## src/rtl/sys_arr_pkg.sv

```systemverilog
// sys_arr_pkg: shared defaults, state encoding and lane slicing for the systolic array feeder
package sys_arr_pkg;
   localparam int WIDTH_HEIGHT = 8;
   localparam int DATA_W = 4;
   typedef enum logic [1:0] {IDLE, STREAM, FLUSH} state_t;
   function automatic int lane_lsb(input int r, input int w);
      return r * w;
   endfunction
endpackage

```

## src/rtl/sa_input_skewer_if.sv

```systemverilog
// sa_input_skewer_if: activation handshake in, skewed array drive out
interface sa_input_skewer_if import sys_arr_pkg::*; #(
   parameter int width_height = WIDTH_HEIGHT,
   parameter int data_w = DATA_W
);
   logic in_valid;
   logic in_ready;
   logic [width_height*data_w-1:0] in_data;
   logic in_last;
   logic [width_height*data_w-1:0] data_out;
   logic active_out;
   logic tile_done;
   logic busy;
   modport master (
      output in_valid, in_data, in_last,
      input in_ready, data_out, active_out, tile_done, busy
   );
   modport slave (
      input in_valid, in_data, in_last,
      output in_ready, data_out, active_out, tile_done, busy
   );
endinterface

```

## src/rtl/sa_lane_delay.sv

```systemverilog
// sa_lane_delay: fixed-depth shift register for one skew lane
module sa_lane_delay #(
   parameter int depth = 1,
   parameter int data_w = 4
) (
   input logic clk,
   input logic rst_n,
   input logic [data_w-1:0] d,
   output logic [data_w-1:0] q
);
   logic [data_w-1:0] sr [depth];
   always_ff @(posedge clk or negedge rst_n) begin
      if (!rst_n) sr <= '{default: '0};
      else begin
         sr[0] <= d;
         for (int i = 1; i < depth; i++) sr[i] <= sr[i-1];
      end
   end
   assign q = sr[depth-1];
endmodule

```

## src/rtl/sa_input_skewer.sv

```systemverilog
// sa_input_skewer: diagonally skews activation vectors into the array and drains each tile
module sa_input_skewer import sys_arr_pkg::*; #(
   parameter int width_height = WIDTH_HEIGHT,
   parameter int data_w = DATA_W
) (
   input logic clk,
   input logic rst_n,
   sa_input_skewer_if.slave bus
);
   localparam int cnt_w = $clog2(width_height);
   localparam int vec_w = width_height * data_w;
   state_t state, state_nxt;
   logic [cnt_w-1:0] cnt, cnt_nxt;
   logic ready, fire, done_nxt, active_q, done_q;
   logic [vec_w-1:0] skew_in, skew_out;
   assign ready = state != FLUSH;
   assign fire = bus.in_valid & ready;
   // idle slots shift zeros so unused triangle positions stay clean
   assign skew_in = fire ? bus.in_data : '0;
   for (genvar r = 0; r < width_height; r++) begin : g_lane
      sa_lane_delay #(.depth(r + 1), .data_w(data_w)) u_dly (
         .clk(clk),
         .rst_n(rst_n),
         .d(skew_in[lane_lsb(r, data_w) +: data_w]),
         .q(skew_out[lane_lsb(r, data_w) +: data_w])
      );
   end
   always_ff @(posedge clk or negedge rst_n) begin
      if (!rst_n) begin
         state <= IDLE;
         cnt <= '0;
         active_q <= 1'b0;
         done_q <= 1'b0;
      end else begin
         state <= state_nxt;
         cnt <= cnt_nxt;
         active_q <= fire;
         done_q <= done_nxt;
      end
   end
   // flush ends when the last element reaches the top lane
   always_comb begin
      state_nxt = state;
      cnt_nxt = cnt;
      done_nxt = 1'b0;
      unique case (state)
         IDLE, STREAM: if (fire) begin
            state_nxt = bus.in_last ? FLUSH : STREAM;
            cnt_nxt = cnt_w'(width_height - 1);
         end
         FLUSH: begin
            cnt_nxt = cnt - cnt_w'(1);
            if (cnt == cnt_w'(1)) begin
               state_nxt = IDLE;
               done_nxt = 1'b1;
            end
         end
         default: state_nxt = IDLE;
      endcase
   end
   assign bus.in_ready = ready;
   assign bus.data_out = skew_out;
   assign bus.active_out = active_q;
   assign bus.tile_done = done_q;
   assign bus.busy = state != IDLE;
endmodule

```

## src/flat_wrapper.sv

```systemverilog
// flat-port wrapper written by rule: the top's interface ports become plain ports
module sa_input_skewer_flat import sys_arr_pkg::*;
#(
   parameter int width_height = WIDTH_HEIGHT,
   parameter int data_w = DATA_W
)
  (clk, rst_n, bus_in_valid, bus_in_data, bus_in_last, bus_in_ready, bus_data_out, bus_active_out, bus_tile_done, bus_busy);
  sa_input_skewer_if #(.width_height(width_height), .data_w(data_w)) bus_i ();
  input logic clk;
  input logic rst_n;
  input wire logic [$bits(bus_i.in_valid)-1:0] bus_in_valid;
  input wire logic [$bits(bus_i.in_data)-1:0] bus_in_data;
  input wire logic [$bits(bus_i.in_last)-1:0] bus_in_last;
  output wire logic [$bits(bus_i.in_ready)-1:0] bus_in_ready;
  output wire logic [$bits(bus_i.data_out)-1:0] bus_data_out;
  output wire logic [$bits(bus_i.active_out)-1:0] bus_active_out;
  output wire logic [$bits(bus_i.tile_done)-1:0] bus_tile_done;
  output wire logic [$bits(bus_i.busy)-1:0] bus_busy;
  assign bus_i.in_valid = bus_in_valid;
  assign bus_i.in_data = bus_in_data;
  assign bus_i.in_last = bus_in_last;
  assign bus_in_ready = bus_i.in_ready;
  assign bus_data_out = bus_i.data_out;
  assign bus_active_out = bus_i.active_out;
  assign bus_tile_done = bus_i.tile_done;
  assign bus_busy = bus_i.busy;
  sa_input_skewer #(.width_height(width_height), .data_w(data_w)) u_core (.clk(clk), .rst_n(rst_n), .bus(bus_i));
endmodule
```

## config.mk

```make
export PLATFORM = sky130hd
export DESIGN_NAME = sa_input_skewer_flat
export DESIGN_NICKNAME = d
export VERILOG_FILES = /design/src/rtl/sys_arr_pkg.sv /design/src/rtl/sa_input_skewer_if.sv /design/src/rtl/sa_lane_delay.sv /design/src/rtl/sa_input_skewer.sv /design/src/flat_wrapper.sv
export SDC_FILE = /design/constraint.sdc
export NUM_CORES = 1
export LEC_CHECK = 0
export CAP_MARGIN = 10
export CORE_UTILIZATION = 55
export DETAILED_ROUTE_END_ITERATION = 6
export GPL_TIMING_DRIVEN = 0
export PLACE_DENSITY = 0.79
export SETUP_SLACK_MARGIN = 0.02
export SLEW_MARGIN = 40
export SYNTH_ARGS = -nofsm -noshare
export SYNTH_HDL_FRONTEND = slang
export SYNTH_SLANG_ARGS = --single-unit
```

## constraint.sdc

```tcl
create_clock -name clk -period 3.1 [get_ports clk]
set_input_delay 0.775 -clock clk [delete_from_list [all_inputs] [get_ports clk]]
set_output_delay 0.775 -clock clk [all_outputs]
set_load 0.05 [all_outputs]
```

Word level (Yosys, flattened, before mapping)
Cells that the tools add are included.
W data, S select, Z words.
{"block": "totals", "register_bits": 151, "input_bits": 36, "output_inout_bits": 36}
{"block": "op_classes", "add_sub_neg": 1, "n_eq_ne": 6, "n_mux": 9, "bitwise_logic": 1, "reduce_logical": 6}
{"operator": "$mux W32", "n": 1}
{"operator": "$mux W2", "n": 3}
{"operator": "$pmux W3 S2", "n": 1}
{"operator": "$ne A2 B1 Y1 const B", "n": 2}
{"operator": "$pmux W2 S2", "n": 1}
{"operator": "$reduce_and A2 Y1", "n": 2}
{"operator": "$reduce_bool A2 Y1", "n": 2}
{"operator": "$eq A3 B1 Y1 const B", "n": 1}
{"operator": "$mux W3", "n": 1}
{"operator": "$sub A3 B1 Y3 const B", "n": 1}
{"operator": "$eq A2 B1 Y1 const B", "n": 1}
{"operator": "$eq A2 B2 Y1 const B", "n": 1}
{"operator": "$logic_not A2 Y1", "n": 1}
{"operator": "$mux W1", "n": 2}
{"operator": "$ne A2 B2 Y1 const B", "n": 1}
{"operator": "$reduce_or A2 Y1", "n": 1}
{"operator": "$and A1 B1 Y1", "n": 1}

Longest topological paths before layout
Gate-level depths: netlist (run 1).
{"block": "logic_depth", "ltp_word": 4, "mapped_depth": 6, "ltp_nobuf": 5}

Modules after synthesis
Synthesis (run 1) repeated with hierarchy kept, for this count alone.
{"block": "unflattened", "cells_unflattened": 243, "area_unflattened_um2": 4420.5}
{"module": "sa_lane_delay at u_core.g_lane[7].u_dly", "instances": 1, "cells_each": 36, "area_each_um2": 830.8, "seq_area_each_um2": 800.8}
{"module": "sa_lane_delay at u_core.g_lane[6].u_dly", "instances": 1, "cells_each": 32, "area_each_um2": 730.7, "seq_area_each_um2": 700.7}
{"module": "sa_lane_delay at u_core.g_lane[5].u_dly", "instances": 1, "cells_each": 28, "area_each_um2": 630.6, "seq_area_each_um2": 600.6}
{"module": "sa_input_skewer", "instances": 1, "cells_each": 71, "area_each_um2": 606.8, "seq_area_each_um2": 175.2}
{"module": "sa_lane_delay at u_core.g_lane[4].u_dly", "instances": 1, "cells_each": 24, "area_each_um2": 530.5, "seq_area_each_um2": 500.5}
{"module": "sa_lane_delay at u_core.g_lane[3].u_dly", "instances": 1, "cells_each": 20, "area_each_um2": 430.4, "seq_area_each_um2": 400.4}
{"module": "sa_lane_delay at u_core.g_lane[2].u_dly", "instances": 1, "cells_each": 16, "area_each_um2": 330.3, "seq_area_each_um2": 300.3}
{"module": "sa_lane_delay at u_core.g_lane[1].u_dly", "instances": 1, "cells_each": 12, "area_each_um2": 230.2, "seq_area_each_um2": 200.2}
{"module": "sa_lane_delay at u_core.g_lane[0].u_dly", "instances": 1, "cells_each": 4, "area_each_um2": 100.1, "seq_area_each_um2": 100.1}

Least setup slack after synthesis (run 1)
Ideal clock, no wire load.
{"block": "synth_path", "path_type": "flip-flop to output port", "start": "reg u_core.state[1]", "end": "out bus_busy", "arrival_ns": 0.879, "slack_ns": 1.446, "stages_incl_launch_ff": 3, "cell_sequence": "dfrtp_1 -> buf_6 -> or2_2"}
{"block": "synth_between", "elab_chain_cells": 1}
{"item": "start, declared", "line": "sa_input_skewer.sv:12", "rtl": "state_t state, state_nxt;"}
{"item": "start signal, assigned", "line": "sa_input_skewer.sv:35", "rtl": "state <= state_nxt;"}
{"item": "$reduce_bool A2 Y1", "line": "sa_input_skewer.sv:65", "rtl": "assign bus.busy = state != IDLE;"}
{"item": "end, declared", "line": "flat_wrapper.sv:18", "rtl": "output wire logic [$bits(bus_i.busy)-1:0] bus_busy;"}
No other way between the ends.

Worst setup path in the final report (run 1)
{"block": "layout_path", "start": "reg u_core.state[1]", "end": "out bus_in_ready"}
{"block": "layout_between", "elab_chain_cells": 1}
{"item": "$ne A2 B2 Y1", "line": "sa_input_skewer.sv:16", "rtl": "assign ready = state != FLUSH;"}
{"item": "end, declared", "line": "flat_wrapper.sv:14", "rtl": "output wire logic [$bits(bus_i.in_ready)-1:0] bus_in_ready;"}
No other way between the ends.

==> summary.txt, run 1 <==
outcome -> finished clean
Hold Vio Cnt, Final -> 0
library cells used by synthesis -> 25
CTS tree -> done
DRT Pass-1 Iters -> 4
CTS H-tree lvls -> 4
antenna violations before repair -> 0
Required @ worst endpoint -> 2.32 ns
leading register cell type out of synthesis -> dfrtp_1
placer congestion estimate -> 0.722
Clock Sinks -> 151
Power Density -> 886 mW/mm^2
asr flop ratio synth -> 100%
DR iter-0 viols -> 113
Post-Route WL -> 6700 um
Mapped Area -> 0.00442 sq mm
Die H -> 91.7 um
Hold WC Path Type -> in2async
largest net degree at the start of global routing -> 86
Die X -> 91.7 um
Root Buffer -> clkbuf_8
Final Max Tran Viols -> 0
Post-Route Setup TNS -> 0 ns
# Post-CTS Setup Buffers -> 0
max cap viols -> 0
Relative slew margins -> 64.9%
vias post-DR -> 2075
Final Cell Area -> 0.00584 sq mm
vias in the first global route -> 2288
Final ANT Viol Nets -> 0
clk_lat worst skew -> 0.52 ns
#FFs+latches synth -> 151
starting density of the core -> 56.9%
DP Worst Slack -> 0.703 ns
n_diodes -> 0
CTS max path bufs -> 2
Final Cycle Share -> 94.9%
Pleak -> 2.96 nW
Mapped Cells -> 243
Max Used Layer -> met4
metal3 WL -> 242 um
DRC Markers -> 0
endpoints failing setup -> 0
post_cts resized -> 0
met2 wire len -> 3670 um
Peak VDD IR -> 508 uV
Startpoint Class -> register
sequential area share after synthesis -> 85.5%
Post-synth EDFFs -> 0
clock-pin slew on the worst setup and hold paths -> 0.06 ns
Layout Nets -> 372
Tot GR Track Use -> 18.6%
first-pass GRT wire length -> 11100 um
slew of the pin with the lowest slew margin -> 0.524 ns
CP Class -> reg2out
total power -> 0.00517 W
syn nets -> 281
FP Rows -> 32
Clock Skew -> 0.0190 ns
total I/O pin count -> 72
syn_area_per_cell -> 18.2 sq um
f_max -> 0.340 GHz
layout cells sized above 1 -> 20.7%
Tmin final -> 2.94 ns
hpwl dp -> 3680 um
hold_buf cts -> 0
core area -> 0.00777 sq mm
critical path endpoint category -> primary output
port bufs -> 71
CTS Buf Count -> 17
DR vias/cell -> 4.62
placed cell area -> 0.00529 sq mm
smallest setup slack after layout -> 0.160 ns
die area -> 0.00840 sq mm
crit-path max FO -> 10
met1 WL -> 2680 um
RSZ-0062 raised after global routing -> no
Critical Path AT -> 2.17 ns
Area growth syn-to-layout -> 32.1%
Yosys Warn Count -> 0
wire length per cell -> 14.9 um
Remaining Overflow, GRT -> 0
-- per-layer routing --
metal  up-vias  track usage (%)
met4         0             9.26
met3         8             6.22
met5         -                0
met1      1066             22.0
li1        938                -
met2        63             30.7
-- synth_stat cells, types with 2 or more instances --
master    count  share of area (%)
nor2b_1       2               0.28
clkbuf_1      3               0.25
clkbuf_2      2               0.23
inv_1         2               0.17
buf_6         3               0.76
and3_1       32                4.5
buf_4        28                4.8
a21oi_1       2               0.23
dfrtp_1     151                 85
ha_1          2               0.57
nor3_1        2               0.23
-- layout by cell type, fill, tap and decap left out, types with 2 or more instances in the layout --
| master | instances |
|---|---|
| inv_1 | 2 |
| clkinvlp_4 | 3 |
| dfrtp_1 | 151 |
| clkinv_4 | 4 |
| clkbuf_16 | 16 |
| buf_6 | 3 |
| nor2b_1 | 2 |
| clkbuf_2 | 2 |
| buf_8 | 2 |
| nor3_1 | 2 |
| clkdlybuf4s50_1 | 70 |
| ha_1 | 2 |
| clkbuf_1 | 3 |
| inv_8 | 3 |
| inv_6 | 5 |
| a21oi_1 | 2 |
| buf_4 | 28 |
| and3_1 | 32 |
-- worst max-delay path, stage by stage, from the launching register on --
cell and delay [ns]:
dfrtp_1 0.37, buf_6 0.14, nand2b_4 0.07, buf_6 0.13, buf_8 0.14, clkdlybuf4s50_1 0.80
-- flip-flops by register name (all words and copies together), names as in the netlist --
signal and cells:
u_core.g_lane.u_dly.sr 112, u_core.g_lane.u_dly.q 32, u_core.cnt 3, u_core.state 2, u_core.bus.active_out 1, u_core.bus.tile_done 1
-- logic make-up after synthesis --
family          synth area share (%)
mux                            0.255
compound gates                 0.651
flops                           85.5
xor+xnor                       0.198
buf+inv                         6.51
simple gates                    6.37
fa+ha+maj                      0.566
-- final timing paths --
kind                                                        startpoint                                       to  slack, ns  cells past startpoint
worst max-delay path                       u_core.state[1]$_DFFE_PN0P_                             bus_in_ready       0.16                      5
worst min-delay path                                             rst_n  u_core.g_lane[6].u_dly.sr[24]$_DFF_PN0_       0.20                      1
worst max register to register               u_core.cnt[0]$_DFFE_PN0P_                u_core.cnt[1]$_DFFE_PN0P_       1.90                      4
worst min register to register  u_core.g_lane[7].u_dly.sr[9]$_DFF_PN0_   u_core.g_lane[7].u_dly.sr[5]$_DFF_PN0_       0.35                      0
max in group asynchronous                                        rst_n    u_core.g_lane[2].u_dly.q[2]$_DFF_PN0_       2.17                      2
min in group clk                u_core.g_lane[7].u_dly.sr[9]$_DFF_PN0_   u_core.g_lane[7].u_dly.sr[5]$_DFF_PN0_       0.35                      0
-- stage by stage --
| stage | hold WS [ns] | utilization (%) | std cells |
|---|---|---|---|
| 2_1_floorplan | 0.331 | - | 243 |
| 3_3_place_gp | 0.331 | 67.7 | 416 |
| 3_5_place_dp | 0.335 | 68.1 | 417 |
| 4_1_cts | 0.190 | 75.2 | 449 |
| 5_1_grt | 0.210 | 75.2 | 449 |
| 6_report | 0.198 | 75.2 | 449 |
-- area by class of cell --
cell class | instances | area (sq um)
flip-flops and latches | 151 | 3780
fillers | 455 | 1930
repair buffers | 72 | 743
clock buffers | 17 | 414
multi-input cells | 53 | 355
plain buffers | 37 | 280
clock inverters | 15 | 135
well taps | 102 | 128
inverters | 2 | 7.51
-- report_power, final --
| group | internal, W | leakage (nW) | total (W) | switching, W |
|---|---|---|---|---|
| Sequential | 0.00229 | 1.98 | 0.00240 | 0.000109 |
| Combinational | 0.000389 | 0.717 | 0.000924 | 0.000535 |
| Clock | 0.00102 | 0.262 | 0.00185 | 0.000836 |
Note: power is estimated with default switching activity, not from simulation.
==> run 2: changes to the inputs <==
CORE_MARGIN = 5   (was unset)
MAX_ROUTING_LAYER = met4   (was unset)
==> summary.txt, run 2 (same netlist as run 1, synthesis figures left out) <==
critical path endpoint category -> primary output
f_max -> 0.342 GHz
endpoints failing setup -> 0
Tot GR Track Use -> 17.0%
Startpoint Class -> register
DR vias/cell -> 4.50
placed cell area -> 0.00529 sq mm
Post-Route WL -> 6970 um
Most flops, register -> u_core.g_lane.u_dly.sr
Remaining Overflow, GRT -> 0
clk_lat worst skew -> 0.50 ns
Cell Chain, Critical Path -> nand2b_4, buf_6, buf_8, clkdlybuf4s50_1
vias post-DR -> 2022
Required @ worst endpoint -> 2.32 ns
Hold WS -> 0.232 ns
Hold Vio Cnt, Final -> 0
hold_buf cts -> 0
Final ANT Viol Nets -> 0
antenna violations before repair -> 0
Critical Path AT -> 2.15 ns
Tmin final -> 2.93 ns
CTS tree -> done
Die H -> 99.7 um
CTS H-tree lvls -> 4
core area -> 0.00777 sq mm
CP Class -> reg2out
outcome -> finished clean
# Post-CTS Setup Buffers -> 0
register area -> 0.00378 sq mm
clock-pin slew on the worst setup and hold paths -> 0.06 ns
Final Cycle Share -> 94.4%
DRC Markers -> 0
Filler cells -> 459
most frequent cells in the layout -> dfrtp_1 (151), clkdlybuf4s50_1 (70), and3_1 (32)
Hold WC Path Type -> in2async
Final Cell Area -> 0.00585 sq mm
commonest non-fill, non-tap cell in the layout -> dfrtp_1
Power Density -> 893 mW/mm^2
port bufs -> 71
family with the most delay on the worst path -> buffers and inverters
RSZ-0062 raised after global routing -> no
multi-input logic area -> 355 sq um
Die X -> 99.7 um
placer congestion estimate -> 0.658
critical path's slowest cell -> clkdlybuf4s50_1
Clock Sinks -> 151
Largest register FFs -> 112
post_cts resized -> 0
CTS Buf Count -> 17
layout cells sized above 1 -> 20.5%
Pleak -> 2.96 nW
starting density of the core -> 56.9%
CP bufs+invs -> 3
Area growth syn-to-layout -> 32.4%
Crit path largest cell delay -> 0.80 ns
FP Rows -> 32
DRT Pass-1 Iters -> 4
crit-path max FO -> 10
CTS max path bufs -> 2
Relative slew margins -> 65.0%
DR iter-0 viols -> 58
Clock Skew -> 0.00670 ns
Final Max Tran Viols -> 0
wire length per cell -> 15.5 um
slew of the pin with the lowest slew margin -> 0.523 ns
die area -> 0.00993 sq mm
n_diodes -> 0
total power -> 0.00523 W
total I/O pin count -> 72
hpwl dp -> 4020 um
Root Buffer -> clkbuf_8
first-pass GRT wire length -> 12200 um
largest net degree at the start of global routing -> 79
vias in the first global route -> 2408
Layout Nets -> 372
max cap viols -> 0
Peak VDD IR -> 550 uV
==> run 2: changes by cell type in the layout (fill, tap and decap cells not counted), sizes merged <==
cell      previous run  this run
bufinv               0         1
inv                 10         8
clkinv               4         2
clkbuf              22        23
clkinvlp             3         5
==> run 2: path summary, 6_finish.rpt <==
kind | from | depth (start not counted) | slack (ns) | endpoint
min in group clk | u_core.g_lane[5].u_dly.sr[13]$_DFF_PN0_ | 0 | 0.34 | u_core.g_lane[5].u_dly.sr[9]$_DFF_PN0_
max in group asynchronous | rst_n | 2 | 2.15 | u_core.g_lane[1].u_dly.q[3]$_DFF_PN0_
worst min-delay path | rst_n | 1 | 0.23 | u_core.g_lane[6].u_dly.sr[24]$_DFF_PN0_
worst max register to register | u_core.cnt[0]$_DFFE_PN0P_ | 4 | 1.90 | u_core.cnt[1]$_DFFE_PN0P_
worst max-delay path | u_core.state[0]$_DFFE_PN0P_ | 4 | 0.17 | bus_in_ready
worst min register to register | u_core.g_lane[5].u_dly.sr[13]$_DFF_PN0_ | 0 | 0.34 | u_core.g_lane[5].u_dly.sr[9]$_DFF_PN0_
==> run 2: where the power goes <==
part	leakage, nW	switching, W	internal (W)
logic	0.717	0.000534	0.000389
registers	1.98	0.000111	0.00229
clock network	0.259	0.000814	0.00109
==> run 2: layer usage <==
layer / vias up / track usage (%) / wire length (um)
met1: 1027 / 19.4 / 2710
met2: 55 / 27.8 / 3770
met3: 4 / 6.52 / 432
li1: 936 / - / -
met5: - / - / 0
met4: 0 / 5.67 / 57
==> run 2: area by class of cell <==
class	count	share of cell area (%)
well taps	102	2.18
multi-input cells	53	6.07
repair buffers	72	12.7
flip-flops and latches	151	64.6
inverters	2	0.128
clock inverters	14	2.44
plain buffers	37	4.79
clock buffers	18	7.14
==> run 2: per-stage QoR <==
stage | cells | setup TNS, ns | setup slack [ns] | utilization, %
floorplan | 243 | 0 | 1.45 | -
global placement | 416 | -612.70 | -4.07 | 67.7
detailed placement | 417 | 0 | 0.701 | 68.1
CTS | 449 | 0 | 0.147 | 75.4
global route | 449 | 0 | 0.0693 | 75.4
finish | 449 | 0 | 0.173 | 75.4
